File: config.mk
export PLATFORM = sky130hd
export DESIGN_NAME = cpu_controller
export DESIGN_NICKNAME = d
export VERILOG_FILES = /design/src/rtl/veririsc_pkg.sv /design/src/rtl/cpu_controller.sv
export SDC_FILE = /design/constraint.sdc
export NUM_CORES = 1
export LEC_CHECK = 0
export CORE_AREA = 2 2 39 41
export DETAILED_ROUTE_END_ITERATION = 16
export DIE_AREA = 0 0 41 43
export HOLD_SLACK_MARGIN = 0.06
export PLACE_DENSITY = 0.71
export SYNTH_ARGS = -nofsm -noshare
export SYNTH_HDL_FRONTEND = slang
export SYNTH_SLANG_ARGS = --single-unit
File: constraint.sdc
create_clock -name clk -period 2 [get_ports clk]
set_clock_uncertainty 0.2 [all_clocks]
set_input_delay 0.2 -clock clk [delete_from_list [all_inputs] [get_ports clk]]
set_output_delay 0.2 -clock clk [all_outputs]
set_load 0.01 [all_outputs]
File: src/rtl/veririsc_pkg.sv
// veririsc_pkg: shared opcode and phase encodings for the VeriRisc CPU blocks
package veririsc_pkg;
    localparam logic [2:0] OP_HLT = 3'b000;
    localparam logic [2:0] OP_SKZ = 3'b001;
    localparam logic [2:0] OP_ADD = 3'b010;
    localparam logic [2:0] OP_AND = 3'b011;
    localparam logic [2:0] OP_XOR = 3'b100;
    localparam logic [2:0] OP_LDA = 3'b101;
    localparam logic [2:0] OP_STO = 3'b110;
    localparam logic [2:0] OP_JMP = 3'b111;

    localparam logic [2:0] PH_INST_ADDR  = 3'd0;
    localparam logic [2:0] PH_INST_FETCH = 3'd1;
    localparam logic [2:0] PH_INST_LOAD  = 3'd2;
    localparam logic [2:0] PH_IDLE       = 3'd3;
    localparam logic [2:0] PH_OP_ADDR    = 3'd4;
    localparam logic [2:0] PH_OP_FETCH   = 3'd5;
    localparam logic [2:0] PH_ALU_OP     = 3'd6;
    localparam logic [2:0] PH_STORE      = 3'd7;

    function automatic logic is_aluop(input logic [2:0] op);
        return op == OP_ADD || op == OP_AND || op == OP_XOR || op == OP_LDA;
    endfunction
endpackage

File: src/rtl/cpu_controller.sv
// cpu_controller: 8-phase instruction sequencer decoding phase and opcode into datapath strobes
module cpu_controller
    import veririsc_pkg::*;
#(
    parameter int OPCODE_W = 3
) (
    input  logic                clk,
    input  logic                rst,
    input  logic                en,
    input  logic [OPCODE_W-1:0] opcode,
    input  logic                a_is_zero,
    output logic [2:0]          phase,
    output logic                sel,
    output logic                rd,
    output logic                ld_ir,
    output logic                inc_pc,
    output logic                halt,
    output logic                ld_pc,
    output logic                data_e,
    output logic                ld_ac,
    output logic                wr
);
    if (OPCODE_W != 3) begin : g_bad_width
        $error("cpu_controller: only OPCODE_W=3 is supported");
    end

    logic [2:0] phase_q;
    logic       halted_q;
    logic       run;
    logic       alu;
    logic [2:0] op;

    assign op = opcode[2:0];

    // Phase counter; HLT in the operand-address phase parks the sequencer until reset
    always_ff @(posedge clk) begin
        if (rst) begin
            phase_q  <= PH_INST_ADDR;
            halted_q <= 1'b0;
        end else if (en && !halted_q) begin
            if (phase_q == PH_OP_ADDR && op == OP_HLT) halted_q <= 1'b1;
            else phase_q <= phase_q + 3'd1;
        end
    end

    // Strobe decode; reset and halt mask every datapath strobe
    always_comb begin
        run    = !rst && !halted_q;
        alu    = is_aluop(op);
        phase  = rst ? PH_INST_ADDR : phase_q;
        sel    = run && phase_q <= PH_IDLE;
        rd     = run && ((phase_q >= PH_INST_FETCH && phase_q <= PH_IDLE) || (phase_q >= PH_OP_FETCH && alu));
        ld_ir  = run && (phase_q == PH_INST_LOAD || phase_q == PH_IDLE);
        inc_pc = run && (phase_q == PH_OP_ADDR || (phase_q == PH_ALU_OP && op == OP_SKZ && a_is_zero));
        halt   = !rst && (halted_q || (phase_q == PH_OP_ADDR && op == OP_HLT));
        ld_pc  = run && phase_q >= PH_ALU_OP && op == OP_JMP;
        data_e = run && phase_q >= PH_ALU_OP && op == OP_STO;
        ld_ac  = run && phase_q == PH_STORE && alu;
        wr     = run && phase_q == PH_STORE && op == OP_STO;
    end

    a_no_rd_wr: assert property (@(posedge clk) !(rd && wr));
endmodule
## Yosys cells after proc, flatten, opt, wreduce, memory -nomap -nowiden

Cells that the tools add are included.

- Output and inout bits: 12
- Logic and storage cells: 51
- Input bits: 7
- Register bits after elaboration: 4

- Bitwise logic cells: 1
- Equality and inequality tests: 12
- Mux-type cells: 1
- Reduce and logical (&&, ||, !) cells: 30
- Magnitude comparators: 4
- $add $sub $neg: 1

Operators with widths:

| cell | number |
|---|---|
| $eq 3x3->1 const B | 7 |
| $logic_and 1x1->1 | 18 |
| $eq 3x2->1 const B | 4 |
| $logic_or 1x1->1 | 7 |
| $ge 3x3->1 const B | 2 |
| $reduce_and 2->1 | 2 |
| $add 3x1->3 const B | 1 |
| $eq 3x1->1 const B | 1 |
| $ge 3x1->1 const B | 1 |
| $le 3x2->1 const B | 1 |
| $logic_not 3->1 | 1 |
| $mux 3 | 1 |
| $logic_not 1->1 | 2 |
| $not 1->1 | 1 |

## Longest topological paths before layout

Gate-level depths: netlist of the first run.

- Word-level depth: 7
- Mapped depth: 6
- Gate-level depth less buffers: 5

## Worst setup path before layout of the first run

Ideal clock, no wire load.

- Path type: register to register
- Start point: register phase_q[0]
- End point: register phase_q[1]
- Data required time: 1.677 ns
- Buffers on the path: 1
- Setup time: 0.123 ns
- Slack: 0.189 ns
- Period minus slack after synthesis: 1.811 ns
- Data arrival time: 1.488 ns
- Stages on the path, launching flop included: 7
- Path through: dfxtp_1 inv_1 ha_1 and3b_1 buf_6 a21oi_1 mux2_1

- Cells in the longest elaborated chain, start to end: 4
- Elaborated cells between the ends (all ways): 5
- Classes of those cells: add/sub (1); eq/ne (1); bitwise (1); reduce/logical (2)

RTL lines:

| element | line | text |
|---|---|---|
| from (decl) | cpu_controller.sv:27 | `logic [2:0] phase_q;` |
| from (signal assigned) | cpu_controller.sv:42 | `else phase_q <= phase_q + 3'd1;` |
| $eq 3x3->1 | cpu_controller.sv:41 | `if (phase_q == PH_OP_ADDR && op == OP_HLT) halted_q <= 1'b1;` |
| $logic_and 1x1->1 | cpu_controller.sv:41 |  |
| $not 1->1 (no source line) | n/a |  |
| $reduce_and 2->1 (no source line) | n/a |  |

Parallel ways exist; a longest one is shown, timed or not.
A chain may end at the register's enable or synchronous reset.

## Worst setup path in the final report of the first run

- Start point: register phase_q[0]
- End point: output halt

- Cells in the longest elaborated chain, start to end: 4

RTL lines:

| element | line | text |
|---|---|---|
| $eq 3x3->1 | cpu_controller.sv:55 | `halt = !rst && (halted_q \|\| (phase_q == PH_OP_ADDR && op == OP_HLT));` |
| $logic_and 1x1->1 | cpu_controller.sv:55 |  |
| $logic_or 1x1->1 | cpu_controller.sv:55 |  |
| $logic_and 1x1->1 | cpu_controller.sv:55 |  |
| to (decl) | cpu_controller.sv:17 | `output logic halt,` |

Every way passes these cells.

==> flow_metrics.tcl, run 1 <==
set metrics [dict create \
    status "complete, no violations" \
    startpoint_type "flip-flop" \
    via_count 511 \
    clk_latency_ns 0.23 \
    fp.dieArea_um2 1760 \
    path_cells "inv_2, ha_2, and3b_1, a21oi_1, nor2_1, dlygate4sd2_1" \
    arrival_ns 1.50 \
    critPathKind "reg2out" \
    wl_um 1150 \
    cts_buffer_depth 2 \
    synthFlopType "dfxtp_1" \
    async_reset_ff_frac 0 \
    clock-sinks 4 \
    synth_cells 55 \
    synthesis.area_um2 438 \
    syn_to_final_growth_pct 71.4 \
    wl_per_cell_um 11.4 \
    path_buf_inv 2 \
    io_buffers 18 \
    via_per_inst 5.06 \
    fp-row-count 14 \
    end_kind "primary output" \
    diodes 0 \
    firstDrtPassIters 4 \
    synth_top_area_frac 0.183 \
    dpl_worst_slack_ns -0.132 \
    synth_common_cells "nor2_1 (7), ha_1 (6), a21oi_1 (5)" \
    yosys.cell_types.count 28 \
    grt_overflow 0 \
    ys_ff_latch 4 \
    drv_slew 0 \
    fp.coreArea_um2 1380 \
    cts_buffers 3 \
    grt_setup_unrepaired "no" \
    cts_hold_buffers 0 \
    ir_worst_vdd_mv 0.341 \
    ioPinCount 19 \
    postRouteAntennaNets 0 \
    grt_pass1_wl_um 1840 \
    synth_enable_flop_cells 0 \
    grt_start_max_net_pins 11 \
    yosys-top-cells-area "dfxtp_1 (18%), ha_1 (17%), a2111oi_4 (6.3%)" \
    p_leak_nw 0.364 \
    ys_seq_area_frac 0.183 \
    hold_ws_ns 0.380 \
    initial_core_util 0.316 \
    yosys.area.top_type "dfxtp_1" \
    antenna_found_initial 0 \
    final.setup.worst_slack_ns 0.100 \
    drc 0 \
    cts_root_buf "clkbuf_4" \
    fmax_ghz 0.526 \
    hp-class "reg2reg" \
    syn_nets 68 \
    period_share 0.950 \
    fp.dieH_um 43 \
    worst_ep_required_time_ns 1.60 \
    htree_num_levels 1 \
    track_usage 0.152 \
    finalWorstPathRequiredPeriod_ns 1.90 \
    yosysWarnings 0 \
    clkTransAtPathRegs_ns 0.04 \
    p_per_area_nw_per_um2 427 \
    worst_pin_slew_ns 0.237 \
    first_global_vias 490 \
    cpMaxStageDelayCell "dfxtp_2" \
    place.gp.congestion 0.680 \
    synth.most_common_cell "nor2_1" \
    drive_gt1_frac 0.329 \
    hold_violations 0 \
    slew-limit-headroom 0.840 \
    die_w_um 41 \
    cp_top_family "flip-flops" \
    slowest_delay_ns 0.36 \
    cp_max_fo 4 \
    place_hpwl_um 894 \
    setup_viol 0 \
    cap_violations 0 \
    cts_tree "built" \
    nets 100 \
    drtIter0Drc 1 \
    syn-mean-instance-area_um2 7.96 \
]
==> cell families after synthesis <==
kind of cell | count (synthesis) | share of synthesized area
DFF | 4 | 0.183
xor gates and xnor gates | 1 | 0.0200
buffers and inverters | 6 | 0.0714
and+or+nand+nor | 23 | 0.260
adders and majority gates | 6 | 0.171
muxes | 1 | 0.0257
AOI/OAI and AO/OA | 14 | 0.269
==> sequential cells by signal (all words and copies together) (netlist names) <==
register  count
halted_q      1
phase_q       3
==> path summary, 6_finish.rpt <==
check | slack (ns) | start | end | cells after the start
max | 0.10 | phase_q[0] | halt | 6
min | 0.38 | halted_q | halted_q | 2
max reg2reg | 0.24 | phase_q[0] | phase_q[1] | 6
min reg2reg | 0.38 | halted_q | halted_q | 2
==> report_power, final <==
group | leakage, nW | internal (W) | switching, W | total, W
sequential | 0.0335 | 0.0000866 | 0.00000618 | 0.0000927
combinational | 0.317 | 0.0000691 | 0.0000606 | 0.000130
clock | 0.0138 | 0.0000670 | 0.0000311 | 0.0000981
==> routing by layer <==
layer	track usage	routed length, um	up-vias
li1	-	-	263
met1	0.184	502	236
met2	0.228	598	10
met3	0.0209	42	2
met4	0.113	10	0
met5	0	0	-
==> cells in the final DEF, fill, tap and decap left out, drive strengths merged <==
cell / n
buf: 11
a2111oi: 1
clkdlybuf4s50: 7
o211ai: 1
and3: 2
dfxtp: 4
o41ai: 1
ha: 6
inv: 4
nand2b: 1
o32ai: 1
nor2: 8
a211o: 1
a21oi: 5
clkbuf: 4
and3b: 1
nand2: 4
nor4: 1
a221oi: 1
xor2: 1
a41oi: 1
a31oi: 1
nor3: 3
dlymetal6s2s: 1
nand3: 1
dlygate4sd2: 9
nor2b: 2
o21a: 1
mux2: 1
==> final cells by class <==
type,instances,area (um2)
multi-input cells,45,362
flip-flops and latches,4,82.6
clock buffers,3,22.5
inverters,4,15.0
repair buffers,29,249
fillers,133,633
well taps,16,20.0
==> through the flow <==
step	instance area (um2)	TNS, ns	std cells	power, W	utilization
floorplan	438	0	55	0.000153	-
global placement	697	-0.545	97	0.000214	0.504
detailed placement	697	-0.483	97	0.000217	0.504
CTS	739	-0.0245	101	0.000322	0.534
global route	751	0	101	0.000348	0.542
finish	751	0	101	0.000321	0.542
==> tightest hold or removal path, stage by stage, from the launching register on <==
cell	delay [ns]
dfxtp_1	0.40
a31oi_1	0.06
nor2_1	0.08
==> what timing repair did <==
item	CTS	global route
cloned	0	0
pin swaps	2	0
setup buffers	1	0
resized for setup	17	7
setup endpoints to repair	9	6
endpoints found under the hold margin	0	0
Note: power is estimated with default switching activity, not from simulation.
==> run 2, diff against run 1 <==
==> constraint.sdc (replaced) <==
create_clock -name clk -period 2.3 [get_ports clk]
set_clock_uncertainty 0.2 [all_clocks]
set_input_delay 0.23 -clock clk [delete_from_list [all_inputs] [get_ports clk]]
set_output_delay 0.23 -clock clk [all_outputs]
set_load 0.01 [all_outputs]
==> run 2 against run 1 <==
Compared with the run above: cell count is 5.9% lower; die area stayed put; power shrank 16%; critical path depth unchanged; sequential share of layout area increased by 0.92 points; non-clock buffer count decreased by 6; setup slack better by 0.011 ns; register-to-register slack gained 0.25 ns; first-iteration DRC count rose to 6.0 times the previous value; sequential cell count unchanged; critical path type unchanged.
==> flow_metrics.tcl, run 2 (synthesis results as in run 1) <==
set metrics [dict create \
    regMostFlops "phase_q" \
    cts_hold_buffers 0 \
    antenna_found_initial 0 \
    cap_violations 0 \
    finalSetupTns_ns 0 \
    nets 94 \
    finalWorstPathRequiredPeriod_ns 2.19 \
    hp-class "reg2reg" \
    grt_pass1_wl_um 1570 \
    cp_max_fo 6 \
    ioPinCount 19 \
    grt_setup_unrepaired "no" \
    place.gp.congestion 0.743 \
    syn_to_final_growth_pct 60.6 \
    first_global_vias 402 \
    fp.dieArea_um2 1760 \
    final.setup.worst_slack_ns 0.111 \
    firstDrtPassIters 2 \
    largest_register_ffs 3 \
    p_per_area_nw_per_um2 381 \
    clock-sinks 4 \
    grt_overflow 0 \
    die_w_um 41 \
    status "complete, no violations" \
    io_buffers 18 \
    worst_ep_required_time_ns 1.87 \
    netSwitchingFraction 0.309 \
    initial_core_util 0.316 \
    place_hpwl_um 843 \
    grt_start_max_net_pins 11 \
    ir_worst_vdd_mv 0.288 \
    reg_top3 "phase_q: 3 flops, halted_q: 1 flops" \
    diodes 0 \
    via_per_inst 4.99 \
    startpoint_type "flip-flop" \
    dpl_worst_slack_ns 0.112 \
    worst_pin_slew_ns 0.239 \
    cts_buffer_depth 2 \
    drv_slew 0 \
    drc 0 \
    pwr-share-comb 0.355 \
    power.share.clock 0.329 \
    fp.coreArea_um2 1380 \
    place_area_um2 659 \
    period_share 0.952 \
    critPathKind "reg2out" \
    clkTransAtPathRegs_ns 0.04 \
    fp-row-count 14 \
    fp.dieH_um 43 \
    postRouteAntennaNets 0 \
    hold_violations 0 \
    final_cell_mix "clkdlybuf4s50_1 (15), nor2_1 (7), a21oi_1 (5), ha_1 (5), buf_4 (5)" \
    drive_gt1_frac 0.215 \
    end_kind "primary output" \
    arrival_ns 1.76 \
    via_count 474 \
    cts_root_buf "clkbuf_4" \
    cts_tree "built" \
    p_int_w 0.000185 \
    clk_latency_ns 0.24 \
    p_leak_nw 0.338 \
    slew-limit-headroom 0.839 \
    p_seq_frac 0.315 \
    fmax_ghz 0.457 \
    wl_um 1060 \
    wl_per_cell_um 11.1 \
    drtIter0Drc 6 \
    htree_num_levels 1 \
    track_usage 0.130 \
    cts_buffers 3 \
    layout_commonest_cell "clkdlybuf4s50_1" \
    setup_viol 0 \
    final_area_um2 703 \
    p_switching_w 0.0000827 \
]
[run 2: cell types whose count changed in the layout (fill, tap and decap cells not counted), moves of 2 or more]
| cell | delta |
|---|---|
| clkdlybuf4s50_1 | +8 |
| dlymetal6s2s_1 | +2 |
| buf_4 | -6 |
| ha_1 | +2 |
| dlygate4sd2_1 | -9 |
[run 2: layout make-up]
class	instances	area, um2
repair buffers	23	225
inverters	4	15.0
fillers	147	681
clock buffers	3	22.5
multi-input cells	45	337
flip-flops and latches	4	83.8
well taps	16	20.0
[run 2: layer usage]
metal	share of wire	vias to the layer above	track usage	wire length (um)
met1	0.45	212	0.161	471
met4	0	0	0.0200	0
met2	0.48	12	0.200	509
li1	-	250	-	-
met5	0	-	0	0
met3	0.071	0	0.0628	75
[run 2: metrics by stage]
stage                     hold WS, ns  power (W)  std cells  utilization
after floorplan                 0.186   0.000133         55            -
after global placement          0.346   0.000177         92        0.476
after detailed placement        0.357   0.000179         92        0.476
after CTS                       0.367   0.000274         95        0.500
after global routing            0.425   0.000287         95        0.508
final                           0.366   0.000268         95        0.508
[run 2: critical path, cell delays in order, from the launching register on]
cell	delay [ns]
dfxtp_2	0.38
inv_1	0.10
ha_1	0.21
and3b_1	0.17
a21oi_1	0.14
nor2_1	0.05
clkdlybuf4s50_1	0.47
[run 2: power by group through the flow]
stage          Combinational, W  Sequential, W  Clock (W)
2_1_floorplan         0.0000508      0.0000825          0
3_3_place_gp          0.0000938      0.0000836          0
3_5_place_dp          0.0000949      0.0000841          0
4_1_cts               0.0000967      0.0000840  0.0000936
5_1_grt                0.000105      0.0000854  0.0000972
6_report              0.0000952      0.0000844  0.0000881
[run 2: what timing repair did]
item,CTS,global route
gates resized for setup,3,6
setup buffers,0,0
endpoints found under the setup margin,2,4
[run 2: worst paths after layout]
path / end / depth (start not counted) / startpoint / slack (ns)
worst max-delay path: halt / 6 / phase_q[0] / 0.11
worst max register to register: phase_q[1] / 6 / phase_q[0] / 0.49
worst min register to register: halted_q / 2 / halted_q / 0.37
worst min-delay path: halted_q / 2 / halted_q / 0.37
==> run 3, diff against run 2 <==
--- a/config.mk
+++ b/config.mk
@@ -9,7 +9,7 @@
 export DETAILED_ROUTE_END_ITERATION = 16
 export DIE_AREA = 0 0 41 43
 export HOLD_SLACK_MARGIN = 0.06
-export PLACE_DENSITY = 0.71
+export PLACE_DENSITY = 0.73
 export SYNTH_ARGS = -nofsm -noshare
 export SYNTH_HDL_FRONTEND = slang
 export SYNTH_SLANG_ARGS = --single-unit
==> constraint.sdc (replaced) <==
create_clock -name clk -period 2 [get_ports clk]
set_clock_uncertainty 0.2 [all_clocks]
set_input_delay 0.2 -clock clk [delete_from_list [all_inputs] [get_ports clk]]
set_output_delay 0.2 -clock clk [all_outputs]
set_load 0.01 [all_outputs]
==> run 3 against run 2 <==
Compared with the run above: setup slack got worse by 0.049 ns; sequential power rose by 11%; largest cell class unchanged; critical path depth did not move; largest power group unchanged.
==> flow_metrics.tcl, run 3 (synthesis results as in run 1) <==
set metrics [dict create \
    place_hpwl_um 890 \
    final_area_um2 756 \
    ioPinCount 19 \
    place.gp.congestion 0.673 \
    period_share 0.969 \
    hp-class "reg2reg" \
    fp.coreArea_um2 1380 \
    worst_pin_slew_ns 0.251 \
    layout_commonest_cell "buf_4" \
    grt_start_max_net_pins 11 \
    p_leak_nw 0.372 \
    cts_buffer_depth 2 \
    antenna_found_initial 0 \
    reg_top3 "phase_q: 3 flops, halted_q: 1 flops" \
    io_buffers 18 \
    place_area_um2 697 \
    nets 99 \
    diodes 0 \
    p_per_area_nw_per_um2 426 \
    ff2ff_path_depth 6 \
    critPathKind "reg2out" \
    cts_root_buf "clkbuf_4" \
    fp.dieArea_um2 1760 \
    final_cell_mix "buf_4 (10), dlygate4sd2_1 (8), nor2_1 (6), clkdlybuf4s50_1 (6)" \
    drv_slew 0 \
    grt_overflow 0 \
    cap_violations 0 \
    cts_post_setup_buffers_inserted 0 \
    via_count 515 \
    startpoint_type "flip-flop" \
    status "complete, no violations" \
    wl_um 1180 \
    die_w_um 41 \
    first_global_vias 490 \
    wl_per_cell_um 11.8 \
    timing.rr.start "phase_q[0]" \
    clock-sinks 4 \
    layoutNonFillerInstCount 100 \
    track_usage 0.166 \
    initial_core_util 0.316 \
    largest_register_ffs 3 \
    regMostFlops "phase_q" \
    holdCritStartpoint "halted_q" \
    seq_area_um2 85.1 \
    rrSetupSlack_ns 0.19 \
    drc 0 \
    ir_worst_vdd_mv 0.242 \
    cts_buffers 3 \
    arrival_ns 1.54 \
    finalWorstPathRequiredPeriod_ns 1.94 \
    utilization 0.546 \
    clk_latency_ns 0.24 \
    cts_tree "built" \
    via_per_inst 5.15 \
    grt_setup_unrepaired "yes" \
    grt_pass1_wl_um 1980 \
    multiInputGateArea_um2 368 \
    hold_path_depth 2 \
    cts_hold_buffers 0 \
    r2r-end "phase_q[1]" \
    worst_ep_required_time_ns 1.60 \
    finalSetupTns_ns 0 \
    setup_viol 0 \
    drtIter0Drc 7 \
    hold_violations 0 \
    fp.dieH_um 43 \
    clkTransAtPathRegs_ns 0.04 \
    fp-row-count 14 \
    firstDrtPassIters 4 \
    postRouteAntennaNets 0 \
    min_to "halted_q" \
    place_inst 97 \
    fillers 137 \
    slew-limit-headroom 0.833 \
    drive_gt1_frac 0.310 \
    cp_max_fo 4 \
    fmax_ghz 0.516 \
    end_kind "primary output" \
    htree_num_levels 1 \
    syn_to_final_growth_pct 72.6 \
]
run 3: cell count changes in the layout (fill, tap and decap cells not counted), sizes merged:
cell | previous run | this run
dlygate4sd2 | 0 | 8
buf | 5 | 10
clkbuf | 3 | 4
clkdlybuf4s50 | 15 | 6
clkdlybuf4s15 | 0 | 1
dlymetal6s2s | 3 | 2
run 3: metal layers:
layer / vias to the layer above / global-route usage / part of all wire
met5: - / 0 / 0
met4: 0 / 0.120 / 0.0068
met3: 2 / 0.0314 / 0.031
met2: 9 / 0.263 / 0.53
met1: 241 / 0.186 / 0.43
li1: 263 / - / -
run 3: how the worst max path moves through the flow:
stage | from | endpoint | slack, ns | depth (start not counted)
finish | phase_q[0] | halt | 0.06 | 6
global route | phase_q[0] | inc_pc | -0.004 | 5
global placement | opcode[1] | rd | -0.18 | 5
floorplan | phase_q[0] | phase_q[1] | 0.19 | 6
detailed placement | opcode[1] | rd | -0.15 | 5
CTS | phase_q[0] | sel | 0.004 | 4
run 3: per-stage QoR:
step / hold WS (ns) / total power [W] / setup slack (ns)
finish: 0.407 / 0.000322 / 0.0614
global route: 0.453 / 0.000347 / -0.00395
CTS: 0.386 / 0.000330 / 0.00438
detailed placement: 0.357 / 0.000216 / -0.154
global placement: 0.342 / 0.000214 / -0.175
floorplan: 0.156 / 0.000153 / 0.189
run 3: cell type report:
class,count,share of cell area
Clock buffer,3,0.0298
Inverter,4,0.0199
Multi-Input combinational cell,45,0.487
Sequential cell,4,0.113
Tap cell,16,0.0265
Timing Repair Buffer,28,0.325
run 3: repair_timing:
action | in CTS | in global routing
gates resized for setup | 20 | 8
setup endpoints to repair | 9 | 6
pin swaps | 2 | 1
run 3: report_power, final:
group	switching, W	internal, W	total (W)
Clock	0.0000363	0.0000674	0.000104
Sequential	0.00000743	0.0000862	0.0000936
Combinational	0.0000592	0.0000658	0.000125
run 3: worst max-delay path: stages (launching register included):
cell           delay, ns
dfxtp_4             0.37
inv_1               0.09
ha_2                0.20
and3b_1             0.19
a21oi_2             0.13
nor2_1              0.04
dlygate4sd2_1       0.28
